<file path="src/rtl/input_conditioner_pkg.sv">
// Shared board defaults and constant helpers for the input conditioner slice.
package input_conditioner_pkg;

    localparam int NUM_BTN_DEF       = 4;
    localparam int NUM_SW_DEF        = 8;
    localparam int DEBOUNCE_CYC_DEF  = 1_000_000;
    localparam int REPEAT_DELAY_DEF  = 50_000_000;
    localparam int REPEAT_PERIOD_DEF = 10_000_000;

    function automatic int clog2(input int value);
        int r;
        r = 0;
        for (int i = 0; i < 31; i++) begin
            if ((32'sd1 <<< i) < value) r = i + 1;
        end
        return r;
    endfunction

    function automatic int max2(input int a, input int b);
        if (a > b) return a;
        else return b;
    endfunction

endpackage

</file>
<file path="src/rtl/input_conditioner_debounce_bit.sv">
// One input bit: two-flop synchroniser, mismatch counter, stable level and
// registered rise/fall pulses that coincide with the level change.
module input_conditioner_debounce_bit
    import input_conditioner_pkg::*;
#(
    parameter int DEBOUNCE_CYC = DEBOUNCE_CYC_DEF
)(
    input  logic clk,
    input  logic rst_n,
    input  logic raw,
    output logic level,
    output logic rise,
    output logic fall
);

    localparam int CW = (clog2(DEBOUNCE_CYC) < 1) ? 1 : clog2(DEBOUNCE_CYC);
    localparam logic [CW-1:0] CNT_LAST = CW'(DEBOUNCE_CYC - 32'sd1);
    localparam logic [CW-1:0] CNT_ONE  = CW'(32'd1);

    logic          s1_r;
    logic          s2_r;
    logic          stable_r;
    logic          rise_r;
    logic          fall_r;
    logic [CW-1:0] cnt_r;
    logic          flip_s;

    // Flip once s2 has disagreed with the stable value for DEBOUNCE_CYC cycles.
    always_comb begin
        flip_s = 1'b0;
        if ((s2_r != stable_r) && (cnt_r == CNT_LAST)) flip_s = 1'b1;
        else flip_s = 1'b0;
    end

    // Two-flop synchroniser for the asynchronous pad.
    always_ff @(posedge clk or negedge rst_n) begin
        if (!rst_n) begin
            s1_r <= 1'b0;
            s2_r <= 1'b0;
        end else begin
            s1_r <= raw;
            s2_r <= s1_r;
        end
    end

    // Mismatch counter, stable level and edge pulses; cnt never passes CNT_LAST.
    always_ff @(posedge clk or negedge rst_n) begin
        if (!rst_n) begin
            cnt_r    <= {CW{1'b0}};
            stable_r <= 1'b0;
            rise_r   <= 1'b0;
            fall_r   <= 1'b0;
        end else begin
            rise_r <= flip_s & ~stable_r;
            fall_r <= flip_s & stable_r;
            if (s2_r == stable_r) begin
                cnt_r <= {CW{1'b0}};
            end else if (flip_s) begin
                cnt_r    <= {CW{1'b0}};
                stable_r <= ~stable_r;
            end else begin
                cnt_r <= cnt_r + CNT_ONE;
            end
        end
    end

    assign level = stable_r;
    assign rise  = rise_r;
    assign fall  = fall_r;

endmodule

</file>
<file path="src/rtl/input_conditioner.sv">
// Board-input front end: debounced button/switch levels, press/release/change
// pulses and per-button auto-repeat pulses for the manager.
module input_conditioner
    import input_conditioner_pkg::*;
#(
    parameter int NUM_BTN       = NUM_BTN_DEF,
    parameter int NUM_SW        = NUM_SW_DEF,
    parameter int DEBOUNCE_CYC  = DEBOUNCE_CYC_DEF,
    parameter int REPEAT_DELAY  = REPEAT_DELAY_DEF,
    parameter int REPEAT_PERIOD = REPEAT_PERIOD_DEF
)(
    input  logic               clk,
    input  logic               rst_n,
    input  logic [NUM_BTN-1:0] button,
    input  logic [NUM_SW-1:0]  switch,
    output logic [NUM_BTN-1:0] btn_level,
    output logic [NUM_BTN-1:0] btn_press,
    output logic [NUM_BTN-1:0] btn_release,
    output logic [NUM_BTN-1:0] btn_repeat,
    output logic [NUM_SW-1:0]  sw_level,
    output logic [NUM_SW-1:0]  sw_change
);

    localparam int RMAX = max2(REPEAT_DELAY, REPEAT_PERIOD);
    localparam int RW   = (clog2(RMAX + 32'sd1) < 1) ? 1 : clog2(RMAX + 32'sd1);
    localparam logic [RW-1:0] ONE_V    = RW'(32'd1);
    localparam logic [RW-1:0] DELAY_V  = RW'(REPEAT_DELAY);
    localparam logic [RW-1:0] PERIOD_V = RW'(REPEAT_PERIOD);
    localparam logic [RW-1:0] RMAX_V   = RW'(RMAX);
    localparam bit            REPEAT_EN = (REPEAT_DELAY != 32'sd0);

    logic [NUM_SW-1:0] sw_rise_s;
    logic [NUM_SW-1:0] sw_fall_s;

    for (genvar i = 0; i < NUM_BTN; i++) begin : g_btn
        logic [RW-1:0] rcnt_r;
        logic [RW-1:0] rnxt_s;
        logic [RW-1:0] tgt_s;
        logic          per_r;
        logic          rep_r;

        input_conditioner_debounce_bit #(
            .DEBOUNCE_CYC (DEBOUNCE_CYC)
        ) u_db (
            .clk   (clk),
            .rst_n (rst_n),
            .raw   (button[i]),
            .level (btn_level[i]),
            .rise  (btn_press[i]),
            .fall  (btn_release[i])
        );

        // rcnt counts cycles since the press (or last repeat); the press cycle counts as 1.
        always_comb begin
            rnxt_s = rcnt_r;
            tgt_s  = DELAY_V;
            if (btn_press[i]) begin
                rnxt_s = ONE_V;
                tgt_s  = DELAY_V;
            end else begin
                if (rcnt_r == RMAX_V) rnxt_s = RMAX_V;
                else rnxt_s = rcnt_r + ONE_V;
                if (per_r) tgt_s = PERIOD_V;
                else tgt_s = DELAY_V;
            end
        end

        // Auto-repeat: first pulse after REPEAT_DELAY, then every REPEAT_PERIOD while held.
        always_ff @(posedge clk or negedge rst_n) begin
            if (!rst_n) begin
                rcnt_r <= {RW{1'b0}};
                per_r  <= 1'b0;
                rep_r  <= 1'b0;
            end else if (!btn_level[i] || !REPEAT_EN) begin
                rcnt_r <= {RW{1'b0}};
                per_r  <= 1'b0;
                rep_r  <= 1'b0;
            end else if (rnxt_s == tgt_s) begin
                rcnt_r <= {RW{1'b0}};
                per_r  <= 1'b1;
                rep_r  <= 1'b1;
            end else begin
                rcnt_r <= rnxt_s;
                per_r  <= per_r & ~btn_press[i];
                rep_r  <= 1'b0;
            end
        end

        assign btn_repeat[i] = rep_r;
    end

    for (genvar i = 0; i < NUM_SW; i++) begin : g_sw
        input_conditioner_debounce_bit #(
            .DEBOUNCE_CYC (DEBOUNCE_CYC)
        ) u_db (
            .clk   (clk),
            .rst_n (rst_n),
            .raw   (switch[i]),
            .level (sw_level[i]),
            .rise  (sw_rise_s[i]),
            .fall  (sw_fall_s[i])
        );
    end

    // Both pulse sources are flops, so the change pulse is glitch-free.
    assign sw_change = sw_rise_s | sw_fall_s;

endmodule

</file>
<file path="config.mk">
export PLATFORM = sky130hd
export DESIGN_NAME = input_conditioner
export DESIGN_NICKNAME = d
export VERILOG_FILES = /design/src/rtl/input_conditioner_pkg.sv /design/src/rtl/input_conditioner_debounce_bit.sv /design/src/rtl/input_conditioner.sv
export SDC_FILE = /design/constraint.sdc
export NUM_CORES = 1
export LEC_CHECK = 0
export ABC_AREA = 1
export CORE_MARGIN = 4
export CORE_UTILIZATION = 35
export DETAILED_ROUTE_END_ITERATION = 10
export PLACE_DENSITY_LB_ADDON = 0.25
export SLEW_MARGIN = 30
export SYNTH_ARGS = -nofsm -noshare
export SYNTH_HDL_FRONTEND = slang
export SYNTH_SLANG_ARGS = --single-unit
</file>
<file path="constraint.sdc">
create_clock -name clk -period 6.28 [get_ports clk]
set_input_delay 1.256 -clock clk [delete_from_list [all_inputs] [get_ports clk]]
set_output_delay 1.256 -clock clk [all_outputs]
set_load 0.1 [all_outputs]
</file>
Word level (Yosys, flattened, before mapping). Cells that the tools add are included. W data, S select, Z words.

Flip-flop bits (word level): 412. Input bits: 14. Output and inout port bits: 32. Logic and storage cells: 301.

$add $sub $neg: 16. Equal/unequal tests: 44. Muxes and demuxes: 76. Bitwise gates (word level): 57. Reductions and logical operators: 24.

Operators by type and width (number): $mux W26 (24); $mux W20 (24); $add A20 B1 Y20 const B (12); $eq A20 B20 Y1 const B (12); $add A26 B1 Y26 const B (4); $eq A26 B26 Y1 (4); $eq A26 B26 Y1 const B (4); $and A1 B1 Y1 (28); $mux W1 (28); $not A1 Y1 (28); $reduce_and A2 Y1 (12); $eq A1 B1 Y1 (12); $logic_and A1 B1 Y1 (12); $ne A1 B1 Y1 (12); $or A8 B8 Y8 (1).

Logic depth before layout (Yosys ltp). Gate-level depths: netlist (run 1).

Depth after elaboration: 6. Mapped depth: 16.

Cells and area by module. A second synthesis (run 1) with hierarchy kept.

Cell total of the unflattened synthesis: 3387. Area total of the unflattened synthesis: 24528.5 um2.

Modules (own cells, without submodules): input_conditioner_debounce_bit (instances 12, cells each 168, area an instance 1321.3 um2); input_conditioner (instances 1, cells each 1371, area an instance 8673.3 um2).

Least setup slack after synthesis (run 1). OpenSTA, ideal clock, no wires.

Kind: flip-flop to output port. From: register g_sw[0].u_db.fall_r. To: output sw_change[0]. Arrival: 0.845 ns. Required time: 5.024 ns. Slack: 4.179 ns. Stages on the path, launching flop included: 2. Path buffers: 0. Cell sequence: dfrtp_1 or2_2.

Longest elaborated chain between the ends: 1.

RTL lines: start, declared (RTL line input_conditioner_debounce_bit.sv:24) `logic fall_r;`; start signal, assigned (RTL line input_conditioner_debounce_bit.sv:55) `fall_r <= flip_s & stable_r;`; $or A8 B8 Y8 (RTL line input_conditioner.sv:106) `assign sw_change = sw_rise_s | sw_fall_s;`; end, declared (RTL line input_conditioner.sv:21) `output logic [NUM_SW-1:0] sw_change`.

Every way passes these cells.

Worst setup path after layout (run 1).
From: register g_btn[1].u_db.rise_r. To: output btn_press[1].

RTL lines: start, declared (RTL line input_conditioner_debounce_bit.sv:23) `logic rise_r;`; start signal, assigned (RTL line input_conditioner_debounce_bit.sv:54) `rise_r <= flip_s & ~stable_r;`; end, declared (RTL line input_conditioner.sv:17) `output logic [NUM_BTN-1:0] btn_press,`.

No word-level cell between the ends.

==> out/qor.yml, run 1 <==
layout:
  fin_nets: 2989
  drive_gt1_share_pct: 4.947
  diodes: 0
  fillCellCount: 6401
  area_growth_pct: 13.39
synthesis:
  synth_ff_type: "dfrtp_1"
  yosysWarnings: 0
  synthCells: 2908
  synth_seq_area_share_pct: 47.22
  synthTopCellsByCount: "nand2_1 (617), nor2_1 (565), inv_1 (417)"
  synth_most_common_cell: "nand2_1"
  post_synth_instance_area_um2: 21830
  synth_top_area_share_pct: 47.22
  synth_edf_count: 0
  synth_cell_types: 47
  syn_avg_cell_area_um2: 7.508
  synth_nets: 2942
  yosysTopAreaCell: "dfrtp_1"
  synth_seq_cells: 412
  synth.area.top_cells: "dfrtp_1 (47%), nand2_1 (11%), nor2_1 (9.7%)"
  synthArstFlopShare_pct: 100.0
routing:
  drt-initial-drc-count: 1065
  m1WireLength_um: 23690
  highest_layer: "met4"
  drtAntennaViolNets: 0
  drc_errors: 0
  drt_pass1_iterations: 7
  vias: 17790
  wl_met3_um: 1681
  avgViaCountPerCell: 4.647
  wl_um: 47490
  wl_met2_um: 21060
  routedWlPerCell_um: 12.40
sta:
  worst_slew_pin_slew_ns: 0.9870
  slew_headroom_pct: 33.99
  layout_min_cycle_time_ns: 3.616
  tns_ns: 0
  setup_ws_ns: 2.664
  hold_viol_final: 0
  setup_viol: 0
  slew_violations: 0
  fmax_mhz: 276.6
  rsz0062_at_grt: "no"
  fin_crit_sh_pct: 57.58
  fin_skew_ns: 0.02643
critical_path:
  cp_slowest_cell: "clkdlybuf4s50_1"
  worstSetupPathType: "flip-flop to primary output"
  critical_path.cell_chain: "clkdlybuf4s50_1"
  critical_path.startpoint_type: "flip-flop"
  crit_family: "buffers and inverters"
  worstPathMaxFanout: 10
  endpoint_kind: "primary output"
  slowest_delay_ns: 1.21
  arrival_ns: 2.36
  worstPathRequired_ns: 5.02
  critPathBufInv: 1
power_and_ir_drop:
  powerDensity_nw_per_um2: 233.3
  p_leak_uw: 0.01110
  max-vdd-ir-drop_mv: 0.1774
  power_uw: 5776
place:
  hpwl_um: 33710
  portBuffers: 45
  pre_cts_slack_ns: 3.273
  routabilityCongestion: 0.9084
global_route:
  grt_overflow_total: 0
  grt_pass1_wl_um: 82710
  antenna_found_initial: 0
  grt_max_degree: 147
  track_usage_pct: 14.48
  grt_pass1_vias: 17290
cts:
  cts_resized: 0
  cts_setup_buffers: 0
  htree_num_levels: 2
  numCtsBuffers: 49
  clkSlewWorstSetupHoldPaths_ns: 0.06
  cts.hold.buffers_added: 0
  clockRootBuffer: "clkbuf_16"
  cts_buffer_depth: 3
  clk_latency_ns: 0.60
  cts_tree: "yes"
  clock-sinks: 412
job:
  drv_cap: 0
status:
  status: "finished, final reports clean"
die:
  die_h_um: 257.8
  ios: 46
  die_x_um: 257.8
  initial_utilization_pct: 35.38
  row_count: 91
  core_um2: 61710
  dieArea_um2: 66440
worst_hold_path:
  hold_class: "flip-flop to flip-flop"
-- power by group --
part | switching [µW] | internal (µW)
combinational | 103 | 36.7
clock | 1140 | 1800
sequential | 16.3 | 2680
-- sequential cells by signal (all words and copies together), names as in the netlist --
name and count:
g_sw.u_db.cnt_r 160, g_btn.rcnt_r 104, g_btn.u_db.cnt_r 80, g_sw.u_db.fall 8, g_sw.u_db.level 8, g_sw.u_db.rise 8
g_sw.u_db.s1_r 8, g_sw.u_db.s2_r 8, g_btn.per_r 4, g_btn.rep_r 4, g_btn.u_db.fall 4, g_btn.u_db.level 4
g_btn.u_db.rise 4, g_btn.u_db.s1_r 4, g_btn.u_db.s2_r 4
-- kinds of logic (layout without fill, tap and decap cells) --
logic type	count (synthesis)	after routing	share of synthesized area, %
fa+ha+maj	20	20	1.146
buf+inv	474	558	8.728
xor+xnor	86	86	3.484
flops	412	412	47.22
compound gates	231	231	5.845
simple gates	1685	1685	33.58
-- path summary, 6_finish.rpt --
path	start	cells past startpoint	slack [ns]	to
max	g_btn[1].u_db.rise$_DFF_PN0_	1	2.66	btn_press[1]
max in group asynchronous	rst_n	2	4.24	g_sw[4].u_db.level$_DFFE_PN0P_
min	g_btn[3].u_db.s1_r$_DFF_PN0_	0	0.34	g_btn[3].u_db.s2_r$_DFF_PN0_
max reg2reg	g_btn[3].rcnt_r[1]$_DFF_PN0_	14	3.65	g_btn[3].rcnt_r[22]$_DFF_PN0_
min in group asynchronous	rst_n	1	0.74	g_btn[0].rcnt_r[2]$_DFF_PN0_
min reg2reg	g_btn[3].u_db.s1_r$_DFF_PN0_	0	0.34	g_btn[3].u_db.s2_r$_DFF_PN0_
-- through the flow --
step	hold slack, ns	utilization [%]	instances	instance area [µm²]
global route	0.3530	40.12	3829	24760
global placement	0.3324	37.37	3741	23060
detailed placement	0.3347	37.37	3741	23060
finish	0.3353	40.12	3829	24760
floorplan	0.3312	-	2908	21830
CTS	0.3422	40.12	3829	24760
-- routing by layer --
layer | up-vias | GRT usage, %
met5 | - | 0
met4 | 0 | 4.371
met3 | 73 | 2.246
met2 | 225 | 23.00
met1 | 8161 | 20.51
li1 | 9334 | -
-- cell type report --
class	count	area (µm²)	area share [%]
Tap cell	837	1047	4.230
Inverter	422	1584	6.398
Multi-Input combinational cell	2022	9618	38.85
Sequential cell	412	10310	41.65
Timing Repair Buffer	48	503.0	2.032
Clock inverter	14	202.7	0.8188
Clock buffer	74	1491	6.024
-- placed cells by master, fill, tap and decap left out, drive strengths merged, types with 69 or more instances in the layout --
master,n
nand2,631
dfrtp,412
nor3,93
xor2,69
nor2,587
nand3,210
o21ai,72
a21oi,113
inv,421
clkbuf,74
Power figures use the tool's default switching activity.
==> inputs of run 2 (changes only) <==
Clock period 6.28 ns to 3.4 ns, I/O delays scaled along.
==> out/qor.yml, run 2 (synthesis gave the netlist of run 1 again) <==
status:
  status: "finished, final reports clean"
sta:
  hold_ws_ns: 0.08091  # -0.2544 ns
  tns_ns: 0  # unchanged
  slew_headroom_pct: 34.93  # +0.94 points
  fin_skew_ns: 0.01930  # -0.007128 ns
  setup_viol: 0  # unchanged
  worst_slew_pin_slew_ns: 0.9730  # -0.01406 ns
  fin_crit_sh_pct: 84.68
  slew_violations: 0  # unchanged
  hold_viol_final: 0  # unchanged
  rsz0062_at_grt: "no"
  fmax_mhz: 347.3
  layout_min_cycle_time_ns: 2.879
global_route:
  antenna_found_initial: 0  # unchanged
  track_usage_pct: 14.54  # +0.063 points
  grt_max_degree: 74  # -50%
  grt_pass1_wl_um: 83290  # +0.70%
  grt_overflow_total: 0  # unchanged
  grt_pass1_vias: 17250  # -0.21%
routing:
  drt-initial-drc-count: 995  # -6.6%
  wl_um: 47640  # +0.32%
  drc_errors: 0  # unchanged
  avgViaCountPerCell: 4.646  # about the same
  drt_pass1_iterations: 5  # -2
  routedWlPerCell_um: 12.40  # about the same
  vias: 17850  # +0.30%
  drtAntennaViolNets: 0  # unchanged
layout:
  largestRegisters: "g_sw.u_db.cnt_r (160), g_btn.rcnt_r (104), g_btn.u_db.cnt_r (80)"
  fin_nets: 3004  # +0.50%
  diodes: 0  # unchanged
  layout_common_cells: "nand2_1 (617), nor2_1 (565), inv_1 (417)"
  area_growth_pct: 13.80
  final_cells: 3841  # +0.31%
  largest_reg_flops: 160  # unchanged
  drive_gt1_share_pct: 6.092  # +1.1 points
  fin_util_pct: 40.26  # +0.15 points
  layout_commonest_cell: "nand2_1"
  largest_register: "g_sw.u_db.cnt_r"
  fillCellCount: 6358  # -0.67%
job:
  drv_cap: 0  # unchanged
place:
  routabilityCongestion: 0.8795  # -3.2%
  place_inst: 3755  # +0.37%
  hpwl_um: 34630  # +2.7%
  portBuffers: 45  # unchanged
die:
  die_h_um: 257.8  # unchanged
  dieArea_um2: 66440  # unchanged
  row_count: 91  # unchanged
  core_um2: 61710  # unchanged
  initial_utilization_pct: 35.38  # unchanged
  ios: 46  # unchanged
  die_x_um: 257.8  # unchanged
power_and_ir_drop:
  powerDensity_nw_per_um2: 428.2  # +84%
  p_leak_uw: 0.01122  # +1.1%
  max-vdd-ir-drop_mv: 0.4158  # +130%
  power_uw: 10640  # +84%
cts:
  clk_latency_ns: 0.59  # about the same
  htree_num_levels: 2  # unchanged
  cts_resized: 0  # unchanged
  cts_tree: "yes"
  clkSlewWorstSetupHoldPaths_ns: 0.05  # about the same
  clock-sinks: 412  # unchanged
  clockRootBuffer: "clkbuf_16"
  cts_setup_buffers: 0  # unchanged
  numCtsBuffers: 50  # +2.0%
  cts.hold.buffers_added: 0  # unchanged
  cts_buffer_depth: 3  # unchanged
critical_path:
  worstPathRequired_ns: 2.72  # -2.30 ns
  crit_family: "buffers and inverters"
  cp.depth: 2  # +1
  arrival_ns: 2.20  # -0.16 ns
  critical_path.startpoint_type: "flip-flop"
  worstSetupPathType: "flip-flop to primary output"
  reg2regPathDepth: 15  # +1
  slowest_delay_ns: 0.97  # -0.24 ns
  critPathBufInv: 1  # unchanged
  endpoint_kind: "primary output"
  cp_slowest_cell: "clkdlybuf4s50_1"
  critical_path.cell_chain: "or2_2 -> clkdlybuf4s50_1"
  worstPathMaxFanout: 1  # -9
worst_hold_path:
  hold_class: "primary input to async pin"
[run 2: cell count changes in the layout (fill, tap and decap cells not counted), sizes merged]
cell / delta
inv: +2
buf: +33
clkdlybuf4s50: -19
clkinv: +5
clkbuf: -11
bufinv: +1
clkinvlp: +1
[run 2: power breakdown]
part | switching, µW | leakage (µW) | internal, µW | total (µW)
clock | 2130 | 0.000828 | 3260 | 5380
sequential | 30.2 | 0.00567 | 4950 | 4990
combinational | 190 | 0.00472 | 80.2 | 270
total | 2350 | 0.0112 | 8290 | 10600
[run 2: per-stage QoR]
step	setup WS [ns]	instance area (µm²)
floorplan	1.328	21830
global placement	0.8992	23170
detailed placement	0.9361	23170
CTS	0.4534	24850
global route	0.4284	24850
finish	0.5208	24850
[run 2: layout make-up]
class / count / area, µm² / area share [%]
multi-input cells: 2022 / 9618 / 38.71
well taps: 837 / 1047 / 4.215
clock inverters: 23 / 296.5 / 1.193
flip-flops and latches: 412 / 10310 / 41.49
clock buffers: 63 / 1380 / 5.554
inverters: 422 / 1584 / 6.375
repair buffers: 62 / 610.6 / 2.457
[run 2: path summary, 6_finish.rpt]
path,start,end,slack (ns)
max in group asynchronous,rst_n,g_btn[0].rcnt_r[24]$_DFF_PN0_,2.48
worst min register to register,g_sw[4].u_db.s1_r$_DFF_PN0_,g_sw[4].u_db.s2_r$_DFF_PN0_,0.35
worst max-delay path,g_sw[6].u_db.fall$_DFF_PN0_,sw_change[6],0.52
min in group clk,g_sw[4].u_db.s1_r$_DFF_PN0_,g_sw[4].u_db.s2_r$_DFF_PN0_,0.35
worst min-delay path,rst_n,g_sw[3].u_db.fall$_DFF_PN0_,0.08
worst max register to register,g_btn[2].rcnt_r[1]$_DFF_PN0_,g_btn[2].rcnt_r[15]$_DFF_PN0_,0.92
[run 2: per-layer routing]
layer	part of all wire (%)	vias to the layer above	global-route usage, %
met5	0	-	0
met1	49	8150	20.48
met3	3.9	65	2.236
met4	2.1	0	3.783
li1	-	9345	-
met2	45	287	23.55
[run 2: worst reg2reg max path, delay by kind of cell, from the launching register on]
family | cells | cell delay [ns]
simple gates | 13 | 1.54
flops | 1 | 0.44
fa+ha+maj | 1 | 0.32
buf+inv | 1 | 0.06
